**config.mk**
```make
export PLATFORM = sky130hd
export DESIGN_NAME = controller_tx_gen
export DESIGN_NICKNAME = d
export VERILOG_FILES = /design/src/rtl/controller_tx_pkg.sv /design/src/rtl/tx_shift_unit.sv /design/src/rtl/controller_tx_gen.sv
export SDC_FILE = /design/constraint.sdc
export NUM_CORES = 1
export LEC_CHECK = 0
export ABC_AREA = 1
export CAP_MARGIN = 20
export CELL_PAD_IN_SITES_DETAIL_PLACEMENT = 0
export CELL_PAD_IN_SITES_GLOBAL_PLACEMENT = 2
export CORE_ASPECT_RATIO = 0.8
export CORE_MARGIN = 1
export CORE_UTILIZATION = 25
export CTS_CLUSTER_SIZE = 30
export DETAILED_ROUTE_END_ITERATION = 8
export PLACE_DENSITY = 0.69
export SYNTH_ARGS = -nofsm -noshare
export SYNTH_HDL_FRONTEND = slang
export SYNTH_HIERARCHICAL = 1
export SYNTH_SLANG_ARGS = --single-unit
export TNS_END_PERCENT = 20
```
**constraint.sdc**
```tcl
create_clock -name i_clk -period 3.53 [get_ports i_clk]
set_clock_uncertainty 0.1 [all_clocks]
set_input_delay 0.5295 -clock i_clk [delete_from_list [all_inputs] [get_ports i_clk]]
set_output_delay 0.5295 -clock i_clk [all_outputs]
set_load 0.01 [all_outputs]
```
**src/rtl/controller_tx_pkg.sv**
```systemverilog
// Shared opcode constants and FSM state encoding for the controller transmit generator.
package controller_tx_pkg;

   localparam logic [2:0] OpStart   = 3'b000;
   localparam logic [2:0] OpData    = 3'b001;
   localparam logic [2:0] OpParity  = 3'b011;
   localparam logic [2:0] OpStop    = 3'b010;
   localparam logic [2:0] OpAck     = 3'b111;
   localparam logic [2:0] OpNack    = 3'b101;
   localparam logic [2:0] OpRstart  = 3'b110;
   localparam logic [2:0] OpHoldLow = 3'b100;

   typedef enum logic [3:0] {
      StIdle,
      StStart,
      StRstart,
      StRstartArm,
      StData,
      StParity,
      StTail,
      StAck,
      StNack,
      StStop
   } tx_state_e;

endpackage

```
**src/rtl/tx_shift_unit.sv**
```systemverilog
// Holds the latched command word, MSB-first bit index, current bit select and parity bit.
module tx_shift_unit #(
   parameter int unsigned DATA_W = 8
) (
   input  logic                      i_clk,
   input  logic                      i_rst,
   input  logic                      i_load,
   input  logic                      i_dec,
   input  logic [DATA_W-1:0]         i_data,
   input  logic                      i_par_odd,
   output logic                      o_bit,
   output logic                      o_parity,
   output logic [$clog2(DATA_W)-1:0] o_bit_idx
);

   localparam int unsigned IdxW = $clog2(DATA_W);
   localparam logic [IdxW-1:0] IdxTop = IdxW'(DATA_W - 1);

   logic [DATA_W-1:0] r_word;
   logic              r_par_odd;
   logic [IdxW-1:0]   r_idx;

   always_ff @(posedge i_clk or posedge i_rst) begin
      if (i_rst) begin
         r_word    <= '0;
         r_par_odd <= 1'b0;
         r_idx     <= IdxTop;
      end else if (i_load) begin
         r_word    <= i_data;
         r_par_odd <= i_par_odd;
         r_idx     <= IdxTop;
      end else if (i_dec && (r_idx != '0)) begin
         r_idx <= r_idx - 1'b1;
      end
   end

   assign o_bit     = r_word[r_idx];
   assign o_parity  = r_par_odd ? ~(^r_word) : (^r_word);
   assign o_bit_idx = r_idx;

endmodule

```
**src/rtl/controller_tx_gen.sv**
```systemverilog
// Transmit-side phase generator: accepts one opcode at a time and sequences SDA against SCL.
module controller_tx_gen #(
   parameter int unsigned DATA_W    = 8,
   parameter bit          PARITY_EN = 1'b1
) (
   input  logic                      i_clk,
   input  logic                      i_rst,
   input  logic                      i_scl,
   input  logic                      i_scl_pos_edge,
   input  logic                      i_scl_neg_edge,
   input  logic                      i_cmd_valid,
   input  logic [2:0]                i_cmd,
   output logic                      o_cmd_ready,
   input  logic [DATA_W-1:0]         i_data,
   input  logic                      i_par_odd,
   input  logic                      i_timer_cas,
   input  logic                      i_timer_bus_free,
   output logic                      o_sda,
   output logic                      o_sda_drive_low,
   output logic                      o_start_pattern,
   output logic                      o_stop_pattern,
   output logic                      o_done,
   output logic                      o_pp_done,
   output logic                      o_busy,
   output logic [$clog2(DATA_W)-1:0] o_bit_idx
);

   import controller_tx_pkg::*;

   tx_state_e r_state, w_state_d;
   logic      r_sda, w_sda_d;
   logic      r_done, w_done_d;
   logic      r_pp_done, w_pp_done_d;
   logic      r_start_pat, w_start_d;
   logic      r_stop_pat, w_stop_d;
   logic      w_load, w_dec, w_bit, w_parity;

   tx_shift_unit #(
      .DATA_W (DATA_W)
   ) u_shift (
      .i_clk     (i_clk),
      .i_rst     (i_rst),
      .i_load    (w_load),
      .i_dec     (w_dec),
      .i_data    (i_data),
      .i_par_odd (i_par_odd),
      .o_bit     (w_bit),
      .o_parity  (w_parity),
      .o_bit_idx (o_bit_idx)
   );

   always_ff @(posedge i_clk or posedge i_rst) begin
      if (i_rst) begin
         r_state     <= StIdle;
         r_sda       <= 1'b1;
         r_done      <= 1'b0;
         r_pp_done   <= 1'b0;
         r_start_pat <= 1'b0;
         r_stop_pat  <= 1'b0;
      end else begin
         r_state     <= w_state_d;
         r_sda       <= w_sda_d;
         r_done      <= w_done_d;
         r_pp_done   <= w_pp_done_d;
         r_start_pat <= w_start_d;
         r_stop_pat  <= w_stop_d;
      end
   end

   always_comb begin
      w_state_d   = r_state;
      w_sda_d     = r_sda;
      w_done_d    = 1'b0;
      w_pp_done_d = 1'b0;
      w_start_d   = r_start_pat;
      w_stop_d    = r_stop_pat;
      w_load      = 1'b0;
      w_dec       = 1'b0;
      case (r_state)
         StIdle: begin
            if (i_cmd_valid) begin
               w_load = 1'b1;
               // Single-cycle phases complete straight from IDLE so o_done lands in the entry cycle
               case (i_cmd)
                  OpStart:   w_state_d = StStart;
                  OpData:    w_state_d = StData;
                  OpRstart:  w_state_d = StRstart;
                  OpParity: begin
                     if (PARITY_EN) w_state_d = StParity;
                     else           w_done_d  = 1'b1;
                  end
                  OpStop: begin
                     w_state_d = StStop;
                     w_stop_d  = 1'b1;
                  end
                  OpAck: begin
                     w_state_d = StAck;
                     w_sda_d   = 1'b0;
                  end
                  OpNack: begin
                     w_state_d = StNack;
                     w_sda_d   = 1'b1;
                  end
                  OpHoldLow: begin
                     w_sda_d  = 1'b0;
                     w_done_d = 1'b1;
                  end
                  default: w_state_d = StIdle;
               endcase
            end
         end
         StStart: begin
            if (r_start_pat && i_timer_cas) begin
               w_start_d = 1'b0;
               w_done_d  = 1'b1;
               w_state_d = StIdle;
            end else if (i_scl) begin
               w_sda_d   = 1'b0;
               w_start_d = 1'b1;
            end else if (!r_start_pat) begin
               w_sda_d = 1'b1;
            end
         end
         StRstart: begin
            if (i_scl_pos_edge) w_state_d = StRstartArm;
            else if (!i_scl)    w_sda_d   = 1'b1;
         end
         StRstartArm: begin
            w_sda_d   = 1'b0;
            w_done_d  = 1'b1;
            w_state_d = StIdle;
         end
         StData: begin
            if (i_scl_pos_edge) begin
               if (o_bit_idx != '0) begin
                  w_dec = 1'b1;
               end else begin
                  w_pp_done_d = 1'b1;
                  w_state_d   = StTail;
               end
            end else if (!i_scl || i_scl_neg_edge) begin
               w_sda_d = w_bit;
            end
         end
         StParity: begin
            if (i_scl_pos_edge) begin
               w_pp_done_d = 1'b1;
               w_state_d   = StTail;
            end else if (!i_scl || i_scl_neg_edge) begin
               w_sda_d = w_parity;
            end
         end
         // Push-pull bit already sampled; hold SDA until SCL falls again
         StTail: begin
            if (i_scl_neg_edge && !i_scl_pos_edge) begin
               w_done_d  = 1'b1;
               w_state_d = StIdle;
            end
         end
         StAck, StNack: begin
            if (i_scl_pos_edge) begin
               w_done_d  = 1'b1;
               w_state_d = StIdle;
            end
         end
         StStop: begin
            if (i_timer_bus_free) begin
               w_stop_d  = 1'b0;
               w_done_d  = 1'b1;
               w_state_d = StIdle;
            end else begin
               w_sda_d = i_scl;
            end
         end
         default: w_state_d = StIdle;
      endcase
   end

   assign o_cmd_ready     = (r_state == StIdle);
   assign o_busy          = (r_state != StIdle);
   assign o_sda_drive_low = (r_state == StAck);
   assign o_sda           = r_sda;
   assign o_done          = r_done;
   assign o_pp_done       = r_pp_done;
   assign o_start_pattern = r_start_pat;
   assign o_stop_pattern  = r_stop_pat;

endmodule

```
* Word-level counts from Yosys, hierarchy flattened
Index checks and enable logic that the tools add are counted.
** Cells by class
- Add/subtract/negate cells :: 1
- Order comparisons :: 1
- Equality and inequality tests :: 37
- Multiplexer cells :: 50
- Bitwise operators :: 1
- Reduce and logical (&&, ||, !) cells :: 21
** Operator list (number)
- 4-bit two-way mux :: 9
- 2-bit inequality test (second input constant) :: 17
- 4-bit one-hot mux with 8 select lines :: 1
- 1-bit two-way mux :: 31
- 4-bit one-hot mux with 7 select lines :: 1
- 4-bit by 3-bit == test with 1-bit output (second input constant) :: 4
- 3-bit == test (second input constant) :: 4
- 12-bit AND reduction :: 1
- 10-bit AND reduction :: 1
- 4-bit by 2-bit == test with 1-bit output (second input constant) :: 2
- 4-bit == test (second input constant) :: 2
- 8-bit by 1-bit inequality test with 1-bit output (second input constant) :: 1
- 8-bit parity :: 1
- 1-bit one-hot mux with 7 select lines :: 1
- 7-bit nonzero test :: 1
- 3-bit by 2-bit == test with 1-bit output (second input constant) :: 2
- 3-bit two-way mux :: 2
- 1-bit one-hot mux with 2 select lines :: 3
- 1-bit one-hot mux with 6 select lines :: 1
- 2-bit nonzero test :: 3
- 4-bit by 1-bit == test with 1-bit output (second input constant) :: 1
- 4-bit zero test :: 1
- 3-bit by 4-bit < comparator with 1-bit output (second input constant) :: 1
- 4-bit AND reduction :: 1
- 15 further kinds :: 19
** Storage, ports and cells
- Register bits :: 21
- Input port bits :: 20
- Output and inout bits :: 11
- Word-level logic and storage cells :: 120

* Depth between registers and ports, before layout
- Word-level depth :: 7
- Depth in mapped cells :: 14
- Mapped depth without buffers :: 14

* Cells and area by module
Netlist, hierarchy kept.
** Modules (own cells, without submodules)
- controller_tx_gen :: times used 1, cells an instance 143, area an instance 917.1 sq um, seq. area each 226.5 sq um
- tx_shift_unit :: times used 1, cells an instance 99, area an instance 714.4 sq um, seq. area each 304.0 sq um

* Least setup slack after synthesis
No wires, ideal clock.
- Path type :: reg2reg
- Start point :: reg r_state[2]
- End point :: reg u_shift.r_word[6]
- Library setup time :: 125 ps
- Data arrival time :: 1463 ps
- Data required time :: 3305 ps
- Slack :: 1842 ps
- Stages on the path, launching flop included :: 6
- Buffers on the path :: 1
- Cells stage by stage :: dfrtp_1 > nor2_4 > nand2_4 > nor2_1 > buf_2 > mux2_2
** Between the ends
- Cells in the longest elaborated chain, start to end :: 2
** Ends and longest elaborated chain
- from (decl) :: RTL line controller_tx_gen.sv:30 : tx_state_e r_state, w_state_d;
- from (signal assigned) :: RTL line controller_tx_gen.sv:54 : r_state <= StIdle;
- from (signal assigned) :: RTL line controller_tx_gen.sv:61 : r_state <= w_state_d;
- 4-bit zero test :: RTL line controller_tx_gen.sv:79 : case (r_state)
- 1-bit two-way mux :: RTL line controller_tx_gen.sv:79
- net w_load :: RTL line controller_tx_gen.sv:36 : logic w_load, w_dec, w_bit, w_parity;
- to (signal assigned) :: RTL line tx_shift_unit.sv:29 : r_word <= i_data;
- to (decl) :: RTL line tx_shift_unit.sv:19 : logic [DATA_W-1:0] r_word;
The timed path passes the listed nets, and every way through them passes these cells.
A chain may end at the register's enable or synchronous reset.

* Worst setup path in the final report
- Start point :: reg r_state[2]
- End point :: out o_cmd_ready
** Between the ends
- Cells in the longest elaborated chain, start to end :: 1
** Ends and longest elaborated chain
- 4-bit zero test :: RTL line controller_tx_gen.sv:179 : assign o_cmd_ready = (r_state == StIdle);
- to (decl) :: RTL line controller_tx_gen.sv:13 : output logic o_cmd_ready,
Every way passes these cells.

==> reports/metrics.csv <==
stage,metric,value,unit
worst_hold_path,min_from,o_sda,
placed_design,dp_cells,352,
route,first_pass_iters,4,
critical_path,path_depth,4,
clock_tree,cts_resized,0,
clock_tree,hold_buffers,0,
synth,syn-num-nets,264,
critical_path,r2r_start,r_state[2],
final_layout,n_fill_cell,687,
clock_tree,numCtsBuffers,3,
synth,ys_seq_elements,21,
placed_design,portBuffers,30,
grt,antenna_found_initial,0,
placed_design,place_congestion,0.810,
power,p_leak,1.04,nW
die,io_pins,31,
grt,overflow,0,
final_layout,area_growth,27.2,%
synth,synth_area_per_cell,6.74,sq um
die,dieWidth,92.3,um
critical_path,path_cells,"nor2_4, nand2_4, inv_2, clkdlybuf4s50_1",
final_layout,final_util,34.0,%
route,vias,1593,
final_layout,top_register,u_shift/r_word,
power,power_per_cell_area,831,nW/um^2
sta,hold_slack,0.369,ns
status,status,completed,
critical_path,slowest_stage,clkdlybuf4s50_1,
die,die_area,6860,sq um
synth,synth_edf_count,0,
critical_path,path_delay_family,buffers and inverters,
clock_tree,cts_tree,done,
die,rows,25,
sta,hold_violations,0,
synth,netlist_area,1630,sq um
critical_path,critPathMaxStageDelay,0.53,ns
critical_path,cp.required,2.90,ns
sta,final_max_slew_viol_count,0,
route,drc,0,
sta,rsz0062_at_grt,no,
critical_path,cp-end-kind,primary output,
synth,synth_cell_types,32,
placed_design,hpwl,3.69,mm
synth,synthFlopType,dfrtp_1,
final_layout,layout_common_cells,"nand2_1, clkdlybuf4s50_1, nand3_1",
final_layout,final_nets,298,
final_layout,final_common_cell,nand2_1,
critical_path,crit_buf_inv,2,
final_layout,final_cells,356,
sta,setup_viol,0,
worst_hold_path,hold_class,reg2reg,
sta,worst_slew_pin_slew,0.537,ns
synth,ys_seq_area_share,32.5,%
critical_path,reg2regPathDepth,5,
synth,synthCells,242,
clock_tree,cts.clk_slew.worst_paths,0.09,ns
route,wl,4.57,mm
final_layout,diodes,0,
critical_path,worstSetupPathType,reg2out,
grt,track_usage,14.6,%
worst_hold_path,hold_path_depth,2,
clock_tree,cts.sinks,21,
route,wl_per_cell,12.8,um
sta,period_needed,2.42,ns
grt,grt_max_degree,20,
power,max-vdd-ir-drop,0.257,mV
clock_tree,h-tree-depth,1,
critical_path,crit_arrival,1.79,ns
grt,grt_pass1_wl,7.67,mm
critical_path,path_max_fanout,8,
route,drtIter0Drc,130,
critical_path,r2r-end,u_shift/r_word[6],
clock_tree,cts_setup_buffers,0,
run,cap_violations,0,
die,fp.dieH,74.3,um
critical_path,r2r_setup_slack,1.59,ns
sta,clock.fmax,0.413,GHz
final_layout,drive_above_1_share,16.4,%
sta,tns,0,ns
synth,ys_warn_count,6,
final_layout,largest_reg_flops,8,
sta,fin_crit_sh,68.6,%
die,fp.coreArea,6100,sq um
worst_hold_path,hold_end,o_sda,
route,ant_nets,0,
grt,grt_pass1_vias,1511,
route,viasPerCell,4.47,
clock_tree,cts_buffer_depth,2,
sta,relSlewSlack,64.2,%
die,start_util,26.7,%
critical_path,critPathLaunchType,register,
clock_tree,root_buffer,clkbuf_8,
synth,ys_async_sr_fraction,100,%
clock_tree,clock_latency,0.26,ns
[cells in the mapped netlist (2+ instances only)]
cell | n | share of area (%)
or2_2 | 2 | 0.77
nand2_1 | 74 | 17
inv_1 | 23 | 5.3
nand4_1 | 2 | 0.77
dfrtp_1 | 17 | 26
inv_2 | 6 | 1.4
nor2_2 | 4 | 1.5
buf_2 | 2 | 0.61
a31oi_1 | 2 | 0.77
nand3_1 | 25 | 7.7
nand3_2 | 5 | 3.1
a21oi_1 | 7 | 2.1
o22ai_1 | 2 | 0.77
ha_1 | 2 | 1.5
o21ai_0 | 16 | 4.9
nor2_4 | 4 | 2.8
o21ai_1 | 2 | 0.61
nor2_1 | 20 | 4.6
nand2_4 | 2 | 1.4
nand2_2 | 9 | 3.5
dfstp_2 | 4 | 6.4
o211ai_1 | 2 | 0.92
[worst min-delay path, stage by stage, from the launching register on]
cell and delay, ns:
dfstp_2 0.37, nand2_1 0.05, nand2_1 0.05
[area by class of cell]
type | instances | area [sq um] | share of cell area (%)
clock buffers | 4 | 45.0 | 2.17
inverters | 30 | 114 | 5.49
multi-input cells | 189 | 977 | 47.1
flip-flops and latches | 21 | 531 | 25.6
well taps | 81 | 101 | 4.88
repair buffers | 31 | 308 | 14.8
[routing by layer]
metal / global-route usage (%) / routed length [um] / vias up
met1: 22.9 / 2600 / 721
met5: 0 / 0 / -
met2: 20.1 / 1760 / 21
li1: - / - / 849
met4: 2.26 / 29 / 0
met3: 3.48 / 185 / 2
[how the worst max path moves through the flow]
stage	startpoint	to	slack [ns]
2_1_floorplan	r_state[2]	u_shift/r_word[6]	1.84
3_3_place_gp	r_state[0]	o_cmd_ready	1.36
3_5_place_dp	r_state[1]	o_cmd_ready	1.37
4_1_cts	r_state[1]	o_cmd_ready	1.08
5_1_grt	r_state[1]	o_cmd_ready	0.98
6_report	r_state[2]	o_cmd_ready	1.11
[where the power goes]
group	internal [W]	switching, W
sequential	0.000356	0.000120
clock	0.0000805	0.0000849
combinational	0.000416	0.000667
[stage by stage]
stage | instance area, sq um | setup WS [ns] | total power (W)
after CTS | 2080 | 1.08 | 0.00175
final | 2080 | 1.11 | 0.00172
after global placement | 2030 | 1.36 | 0.00158
after floorplan | 1630 | 1.84 | 0.00123
after detailed placement | 2030 | 1.37 | 0.00157
after global routing | 2080 | 0.975 | 0.00192
[kinds of logic after synthesis]
family / Yosys count / synth area share, %
AO/OA/AOI/OAI: 36 / 13.1
XOR/XNOR: 2 / 1.07
adder cells (fa/ha/maj): 2 / 1.53
buffers and inverters: 32 / 7.59
flip-flops: 21 / 32.5
multiplexers: 1 / 0.690
AND/OR/NAND/NOR: 148 / 43.5
Power figures use the tool's default switching activity.
